### src/rtl/uart_pkg.sv
// Shared UART definitions: frame line levels, payload width and receiver state encoding.
// Also used by the transmitter state machine.
package uart_pkg;

    localparam int unsigned UART_DATA_BITS = 8;

    localparam logic UART_START_LVL = 1'b0;
    localparam logic UART_STOP_LVL  = 1'b1;
    localparam logic UART_IDLE_LVL  = 1'b1;

    typedef enum logic [2:0] {
        IDLE,
        START,
        DATA,
        STOP,
        WAIT_HIGH
    } uart_rx_state_t;

endpackage

### src/rtl/uart_baud_tick.sv
// Bit-period counter for the UART receiver. It produces a one-cycle tick at the
// half-bit point (half_i=1) or at the full-bit point (half_i=0), counted from the last restart.
module uart_baud_tick #(
    parameter int unsigned CLKS_PER_BIT = 1
) (
    input  logic clk,
    input  logic rst,
    input  logic restart_i,
    input  logic half_i,
    output logic tick_c_o
);

    localparam int unsigned CNT_W    = $clog2(CLKS_PER_BIT + 1);
    localparam int unsigned HALF     = (CLKS_PER_BIT - 1) / 2;
    localparam int unsigned HALF_TGT = (HALF == 0) ? 0 : HALF - 1;
    localparam int unsigned FULL_TGT = CLKS_PER_BIT - 1;

    logic [CNT_W-1:0] cnt_q;
    logic [CNT_W-1:0] cnt_d;

    // The counter holds 0 on the restart edge, so the tick at value N lands N+1 edges later.
    always_comb begin
        tick_c_o = (cnt_q == (half_i ? CNT_W'(HALF_TGT) : CNT_W'(FULL_TGT)));
        cnt_d    = cnt_q + CNT_W'(1);
        if (restart_i || tick_c_o) begin
            cnt_d = '0;
        end
    end

    always_ff @(posedge clk or posedge rst) begin
        if (rst) begin
            cnt_q <= '0;
        end else begin
            cnt_q <= cnt_d;
        end
    end

endmodule

### src/rtl/uart_rx.sv
// 8N1 UART receiver with a fixed clocks-per-bit count; pulses `received` once per valid frame.
// Define UART_RX_FRAME_ERR_EN to add the `frame_err` strobe for a bad stop bit.
module uart_rx
    import uart_pkg::*;
#(
    parameter int unsigned CLKS_PER_BIT = 1,
    parameter int unsigned DATA_BITS    = UART_DATA_BITS
) (
    input  logic                 clk,
    input  logic                 rst,
    input  logic                 rx,
    output logic [DATA_BITS-1:0] data,
    output logic                 received
`ifdef UART_RX_FRAME_ERR_EN
    ,
    output logic                 frame_err
`endif
);

    localparam int unsigned BIT_CNT_W = 4;
    localparam int unsigned HALF_BIT  = (CLKS_PER_BIT - 1) / 2;

    uart_rx_state_t         state_q;
    uart_rx_state_t         state_d;
    logic [BIT_CNT_W-1:0]   bit_cnt_q;
    logic [BIT_CNT_W-1:0]   bit_cnt_d;
    logic [DATA_BITS-1:0]   shift_q;
    logic [DATA_BITS-1:0]   shift_d;
    logic [DATA_BITS-1:0]   data_q;
    logic [DATA_BITS-1:0]   data_d;
    logic                   received_q;
    logic                   received_d;
`ifdef UART_RX_FRAME_ERR_EN
    logic                   frame_err_q;
    logic                   frame_err_d;
`endif

    logic baud_restart_c;
    logic baud_half_c;
    logic baud_tick_c;

    uart_baud_tick #(
        .CLKS_PER_BIT (CLKS_PER_BIT)
    ) u_baud (
        .clk       (clk),
        .rst       (rst),
        .restart_i (baud_restart_c),
        .half_i    (baud_half_c),
        .tick_c_o  (baud_tick_c)
    );

    // Next-state and output logic
    always_comb begin
        state_d        = state_q;
        bit_cnt_d      = bit_cnt_q;
        shift_d        = shift_q;
        data_d         = data_q;
        received_d     = 1'b0;
        baud_restart_c = 1'b0;
        baud_half_c    = 1'b0;
`ifdef UART_RX_FRAME_ERR_EN
        frame_err_d    = 1'b0;
`endif
        case (state_q)
            IDLE: begin
                baud_restart_c = 1'b1;
                if (rx == UART_START_LVL) begin
                    bit_cnt_d = '0;
                    // With no half-bit delay the detecting edge doubles as the start check.
                    state_d   = (HALF_BIT == 0) ? DATA : START;
                end
            end
            START: begin
                baud_half_c = 1'b1;
                if (baud_tick_c) begin
                    state_d = (rx == UART_START_LVL) ? DATA : IDLE;
                end
            end
            DATA: begin
                if (baud_tick_c) begin
                    shift_d   = {rx, shift_q[DATA_BITS-1:1]};
                    bit_cnt_d = bit_cnt_q + BIT_CNT_W'(1);
                    if (bit_cnt_q == BIT_CNT_W'(DATA_BITS - 1)) begin
                        state_d = STOP;
                    end
                end
            end
            STOP: begin
                if (baud_tick_c) begin
                    if (rx == UART_STOP_LVL) begin
                        data_d     = shift_q;
                        received_d = 1'b1;
                        state_d    = IDLE;
                    end else begin
`ifdef UART_RX_FRAME_ERR_EN
                        frame_err_d = 1'b1;
`endif
                        state_d     = WAIT_HIGH;
                    end
                end
            end
            WAIT_HIGH: begin
                // A held-low line (break) must not be parsed as a run of 0x00 frames.
                if (rx == UART_IDLE_LVL) begin
                    state_d = IDLE;
                end
            end
            default: begin
                state_d = IDLE;
            end
        endcase
    end

    always_ff @(posedge clk or posedge rst) begin
        if (rst) begin
            state_q     <= IDLE;
            bit_cnt_q   <= '0;
            shift_q     <= '0;
            data_q      <= '0;
            received_q  <= 1'b0;
`ifdef UART_RX_FRAME_ERR_EN
            frame_err_q <= 1'b0;
`endif
        end else begin
            state_q     <= state_d;
            bit_cnt_q   <= bit_cnt_d;
            shift_q     <= shift_d;
            data_q      <= data_d;
            received_q  <= received_d;
`ifdef UART_RX_FRAME_ERR_EN
            frame_err_q <= frame_err_d;
`endif
        end
    end

    assign data     = data_q;
    assign received = received_q;
`ifdef UART_RX_FRAME_ERR_EN
    assign frame_err = frame_err_q;
`endif

endmodule

### config.mk
export PLATFORM = sky130hd
export DESIGN_NAME = uart_rx
export DESIGN_NICKNAME = d
export VERILOG_FILES = /design/src/rtl/uart_pkg.sv /design/src/rtl/uart_baud_tick.sv /design/src/rtl/uart_rx.sv
export SDC_FILE = /design/constraint.sdc
export NUM_CORES = 1
export LEC_CHECK = 0
export ABC_AREA = 1
export CAP_MARGIN = 25
export CORE_MARGIN = 1.5
export CORE_UTILIZATION = 52
export DETAILED_ROUTE_END_ITERATION = 6
export PLACE_DENSITY = 0.82
export SETUP_SLACK_MARGIN = 0.5
export SLEW_MARGIN = 10
export SYNTH_ARGS = -nofsm -noshare
export SYNTH_HDL_FRONTEND = slang
export SYNTH_SLANG_ARGS = --single-unit
### constraint.sdc
create_clock -name clk -period 2.2 [get_ports clk]
set_input_delay 0.44 -clock clk [delete_from_list [all_inputs] [get_ports clk]]
set_output_delay 0.44 -clock clk [all_outputs]
set_load 0.005 [all_outputs]
==> results of run 1 <==
[state kept, by name (all words and copies together), names as in the netlist]
signal and flops:
data 8, received 1, state_q 3, bit_cnt_q 4, shift_q 8, u_baud.cnt_q 1
[report_power, final]
part	switching (mW)	internal (mW)
clock	0.145	0.0698
combinational	0.383	0.306
sequential	0.110	0.625
total	0.638	1.00
[stage by stage]
step	hold slack, ns	power [mW]	util	setup WS [ns]
floorplan	0.4422	1.249	-	1.073
global placement	0.4545	1.402	0.5963	0.5817
detailed placement	0.4509	1.440	0.5963	0.4758
CTS	0.4315	1.650	0.6102	0.5099
global route	0.4537	1.766	0.6159	0.5142
finish	0.4198	1.639	0.6159	0.5431
[logic make-up after synthesis]
family	Yosys count	share of synthesized area
adder cells (fa/ha/maj)	1	0.01065
XOR/XNOR	1	0.007456
AND/OR/NAND/NOR	60	0.2364
buffers and inverters	21	0.08626
other	1	0.003192
AO/OA/AOI/OAI	17	0.1235
flip-flops	25	0.5325
[layer usage]
layer  GRT usage  vias to the layer above
met5           0                        -
met2      0.2763                       16
met1      0.2031                      386
li1            -                      422
met3     0.02679                        3
met4     0.05405                        0
[cell type report]
class | instances | area [µm²]
clock buffers | 3 | 22.52
well taps | 28 | 35.03
flip-flops and latches | 25 | 625.6
clock inverters | 1 | 7.507
fillers | 192 | 833.3
multi-input cells | 80 | 447.9
inverters | 18 | 67.56
repair buffers | 13 | 130.1
[worst paths after layout]
check	end	slack [ns]	start	cells past startpoint
min in group clk	data[0]	0.48	shift_q[0]	2
min	bit_cnt_q[1]	0.42	rst	3
min reg2reg	data[0]	0.48	shift_q[0]	2
max reg2reg	bit_cnt_q[3]	0.76	state_q[2]	8
max	data[3]	0.54	data[3]	1
max in group asynchronous	data[7]	1.54	rst	3
[cells in the final DEF (no fill, tap or decap), types with 2 or more instances in the layout]
cell,n
nand2_2,4
clkdlybuf4s50_1,9
nand2_1,34
inv_1,16
buf_4,2
dfrtp_1,25
clkbuf_4,3
o21ai_2,16
nand3_1,7
inv_2,2
nor2_2,2
dlymetal6s2s_1,2
nor2_1,8
nand4_1,3
[timing repair]
item / 4_1_cts / 5_1_grt
setup buffers: 0 / 1
endpoints found under the setup margin: 0 / 3
gates resized for setup: 0 / 2
[synth_stat cells (2+ instances only)]
cell,instances
inv_2,2
nand3_1,7
nand2_1,34
nor2_2,2
nor2_1,8
inv_1,16
buf_6,3
o21ai_2,16
nand2_2,4
nand4_1,3
dfrtp_1,25
==> results by group, run 1 <==
Run status
  • Outcome: complete, no violations

Clocking
  • Number of CTS-inserted buffers: 3
  • Clock latency on the worst-skew pair: 0.33 ns
  • H-tree depth: 1
  • Worst-path clk slew: 0.14 ns
  • # hold bufs at CTS: 0
  • TritonCTS clock tree: yes
  • CTS sink cnt: 25
  • Max Root-Sink Buffers: 2
  • Clock root cell: clkbuf_4

Layout
  • Final instance area: 0.001336 mm²
  • Final nets: 145
  • Ant. Diodes: 0
  • Layout cells sized above 1: 0.2286
  • P&R area growth vs syn: 13.74%
  • Final Non-Filler Cells: 168

Timing
  • Finish-stage setup viols: 0
  • RSZ-0062 raised after global routing: no
  • Final Hold Vio Count: 0
  • Final Cycle Share: 0.7531
  • Min Clock Period, post-route: 1.657 ns
  • Max-slew violations: 0
  • Max Freq: 603.5 MHz
  • TNS Setup: 0 ns
  • Skew final: 0.01157 ns

Synth
  • Syn nets: 130
  • Syn Area/Cell: 9.324 µm²
  • Cells after Synth: 126
  • Area share of the largest cell type after synthesis: 0.5325
  • Synthesized area: 0.001175 mm²
  • Yosys reg bits: 25
  • Synth Warn #: 0
  • Post-synth EDFFs: 0
  • Synth cell types: 17
  • Synth Flop Type: dfrtp_1
  • Top post-synthesis cells by area: dfrtp_1, o21ai_2, nand2_1
  • Ys async rst share: 1.000
  • Post-synthesis sequential area ratio: 0.5325
  • Area leader, netlist: dfrtp_1

Hold path
  • HP Class: in2async

Route
  • DRC Markers: 0
  • DRT met1 WL: 806 µm
  • Routed WL: 1.782 mm
  • Initial DRC count: 18
  • Met2 wire len: 893 µm
  • Antenna-violating nets left: 0
  • Max Used Layer: met4
  • Wirelength per Cell: 10.61 µm
  • Met3 wire len: 57 µm
  • First drt pass iteration count: 4
  • Via count: 827
  • Vias per cell: 4.923

Pwr
  • Max IR drop VDD: 0.5928 mV
  • Leakage: 0.6919 nW
  • Pwr Density: 1227 mW/mm²

Place
  • Port Buffers: 11
  • Final Wtd Congestion: 0.8870
  • Placed cells: 163
  • Area of placed instances: 0.001294 mm²
  • Hpwl dp: 1.276 mm

Floorplanning
  • Core area: 0.002170 mm²
  • Ports: 12
  • Die height: 50.53 µm
  • DIE AREA: 0.002553 mm²
  • Die X: 50.53 µm
  • Rows: 17
  • Starting Density: 0.5415

Worst setup path
  • Startpoint types: register
  • Top Family by Delay on Critical Path: buffers and inverters
  • Crit-path slowest cell: clkdlybuf4s50_1
  • Crit Path Class: reg2out
  • Crit-path cells: clkdlybuf4s50_1
  • WP data required: 1.76 ns
  • Critical path capture point type: primary output
  • Crit path DAT: 1.22 ns
  • Crit Path Max Fanout: 2
  • Crit path buf inv count: 1
  • Max incr delay on CP: 0.50 ns

GRT
  • Largest net degree at the start of global routing: 26
  • Initial antenna violation count: 0
  • First-pass GRT wire length: 3.049 mm
  • GRT Util Overall: 0.1601
  • Vias in the first global route: 729
  • GR Overflow Total: 0

Job
  • Max Cap Viol: 0
No activity file was read; power rests on OpenSTA's default activity.
==> run 2: changes to the inputs <==
CORE_UTILIZATION = 49   (was 52)
PLACE_DENSITY = 0.81   (was 0.82)
clock period = 1.4 ns   (was 2.2 ns; I/O delays follow)
==> results by group, run 2 (synthesis results as in run 1) <==
Timing
  • Max Freq: 822.5 MHz
  • Final Hold Vio Count: 0 (unchanged)
  • Post-route worst setup slack: 0.1842 ns (was 0.5431 ns)
  • Max-slew violations: 0 (unchanged)
  • RSZ-0062 raised after global routing: yes (was no)
  • Final hold slack: 0.2835 ns (was 0.4198 ns)
  • Min Clock Period, post-route: 1.216 ns
  • Skew final: 0.01298 ns (was 0.01157 ns)
  • Final Cycle Share: 0.8684
  • Finish-stage setup viols: 0 (unchanged)

Route
  • DRC Markers: 0 (unchanged)
  • Routed WL: 2.271 mm (was 1.782 mm)
  • Initial DRC count: 26 (was 18)
  • Antenna-violating nets left: 0 (unchanged)
  • Vias per cell: 5.034 (was 4.923)
  • First drt pass iteration count: 4 (unchanged)
  • Via count: 901 (was 827)
  • Wirelength per Cell: 12.69 µm (was 10.61 µm)

GRT
  • Largest net degree at the start of global routing: 26 (unchanged)
  • Initial antenna violation count: 0 (unchanged)
  • GRT busiest layer: met2 (unchanged)
  • GR Overflow Total: 0 (unchanged)
  • GRT Util Overall: 0.1637 (was 0.1601)
  • Vias in the first global route: 798 (was 729)
  • Met2 Usage GRT: 0.2616 (was 0.2763)
  • Grt met1 use: 0.2251 (was 0.2031)
  • First-pass GRT wire length: 3.325 mm (was 3.049 mm)
  • Global Route met3 Usage: 0.02586 (was 0.02679)

Clocking
  • TritonCTS clock tree: yes (unchanged)
  • Number of CTS-inserted buffers: 3 (unchanged)
  • H-tree depth: 1 (unchanged)
  • CTS sink cnt: 25 (unchanged)
  • Clock latency on the worst-skew pair: 0.31 ns (was 0.33 ns)
  • Max Root-Sink Buffers: 2 (unchanged)
  • Clock root cell: clkbuf_4 (unchanged)
  • Worst-path clk slew: 0.14 ns (about the same)

Worst setup path
  • Crit path DAT: 1.42 ns (was 1.22 ns)
  • Crit Path Max Fanout: 8 (was 2)
  • Startpoint types: register (unchanged)
  • R2R Setup Slk: 0.18 ns (was 0.76 ns)
  • WP data required: 1.61 ns (was 1.76 ns)
  • Crit Path Class: reg2reg (was reg2out)
  • Critical path capture point type: register (was primary output)

Layout
  • Ant. Diodes: 0 (unchanged)
  • Final instance area: 0.001479 mm² (was 0.001336 mm²)
  • Layout cells sized above 1: 0.4636 (was 0.2286)
  • P&R area growth vs syn: 25.88% (was 13.74%)
  • Final core utilization: 0.6622 (was 0.6159)
  • Final nets: 156 (was 145)
  • Most frequent cells in the layout: nand2_1, dfrtp_1, o21ai_2 (was nand2_1, dfrtp_1, inv_1, o21ai_2, clkdlybuf4s50_1)
  • Final Non-Filler Cells: 179 (was 168)

Run status
  • Outcome: complete, no violations (unchanged)

Floorplanning
  • Ports: 12 (unchanged)
  • DIE AREA: 0.002700 mm² (was 0.002553 mm²)
  • Rows: 17 (unchanged)
  • Starting Density: 0.5261 (was 0.5415)
  • Die height: 51.97 µm (was 50.53 µm)
  • Die X: 51.97 µm (was 50.53 µm)
  • Core area: 0.002233 mm² (was 0.002170 mm²)

Place
  • Hpwl dp: 1.324 mm (was 1.276 mm)
  • Placed cells: 166 (was 163)
  • Area of placed instances: 0.001331 mm² (was 0.001294 mm²)
  • Worst slack at placement: -0.1467 ns (was 0.4758 ns)
  • Final Wtd Congestion: 0.7911 (was 0.8870)
  • Port Buffers: 11 (unchanged)

Pwr
  • Sequential share of power: 0.408 (was 0.449)
  • Pwr Density: 1975 mW/mm² (was 1227 mW/mm²)
  • Max IR drop VDD: 0.9421 mV (was 0.5928 mV)
  • Switching power: 1.190 mW (was 0.6382 mW)
  • Combinational Power Share: 0.485 (was 0.420)
  • Leakage: 0.7565 nW (was 0.6919 nW)
  • Clock power frac: 0.108 (was 0.131)
  • Sw frac: 0.4073 (was 0.3894)
  • Internal Power: 1.731 mW (was 1.001 mW)

Hold path
  • HP Class: in2async (unchanged)

Job
  • Max Cap Viol: 0 (unchanged)
## run 2: cell types whose count changed in the layout (fill, tap and decap cells not counted), moves of 2 or more
cell | before | now
inv_2 | 2 | 4
nand2_2 | 4 | 12
nand2_4 | 0 | 3
buf_4 | 2 | 8
buf_2 | 0 | 8
nor2_4 | 1 | 3
inv_1 | 16 | 14
nand3_2 | 0 | 3
dlymetal6s2s_1 | 2 | 0
nand3_1 | 7 | 4
clkdlybuf4s50_1 | 9 | 1
nand2_1 | 34 | 24
## run 2: power by group through the flow
stage               Sequential, mW  Combinational, mW  Clock, mW
CTS                           1.15               1.25      0.327
detailed placement            1.18               1.17          0
finish                        1.19               1.42      0.314
global placement              1.17               1.12          0
global route                  1.22               1.58      0.361
floorplan                     1.16              0.812          0
## run 2: final timing paths
check,from,end,cells past startpoint
min in group clk,data[5],data[5],2
min reg2reg,data[5],data[5],2
min,rst,shift_q[2],3
max in group asynchronous,rst,state_q[0],3
max,state_q[2],data[7],6
max reg2reg,state_q[2],data[7],6
## run 2: layout make-up
class | instances | area, µm²
Clock inverter | 1 | 5.005
Multi-Input combinational cell | 82 | 541.8
Fill cell | 165 | 754.5
Sequential cell | 25 | 626.9
Timing Repair Buffer | 22 | 180.2
Clock buffer | 3 | 22.52
Tap cell | 28 | 35.03
Inverter | 18 | 67.56
## run 2: timing repair
item                                    in CTS  in global routing
buffers inserted                             5                  1
hold buffers                                 0                  0
cloned                                       0                  3
pin swaps                                    1                  4
endpoints found under the setup margin      33                 33
resized for setup                           41                 19
## run 2: critical path, cell delays in order, from the launching register on
cell and delay [ns]:
dfrtp_1 0.44, inv_2 0.09, nand2_2 0.07, nor2_4 0.17
nand3_4 0.17, nand2_1 0.13, o21ai_2 0.05
## run 2: metal layers
metal | wire (µm) | vias up
li1 | - | 448
met1 | 1054 | 433
met2 | 1125 | 18
met3 | 84 | 2
met4 | 8 | 0
met5 | 0 | -
## run 2: metrics by stage
| step | power, mW | setup TNS, ns |
|---|---|---|
| 2_1_floorplan | 1.970 | 0 |
| 3_3_place_gp | 2.282 | -0.1509 |
| 3_5_place_dp | 2.343 | -0.6414 |
| 4_1_cts | 2.727 | 0 |
| 5_1_grt | 3.161 | 0 |
| 6_report | 2.921 | 0 |
==> run 3: changes to the inputs <==
CTS_CLUSTER_DIAMETER = 60   (was not set)
==> results of run 3 <==
Same layout as run 2: the final DEF is identical, and so are final timing and power.
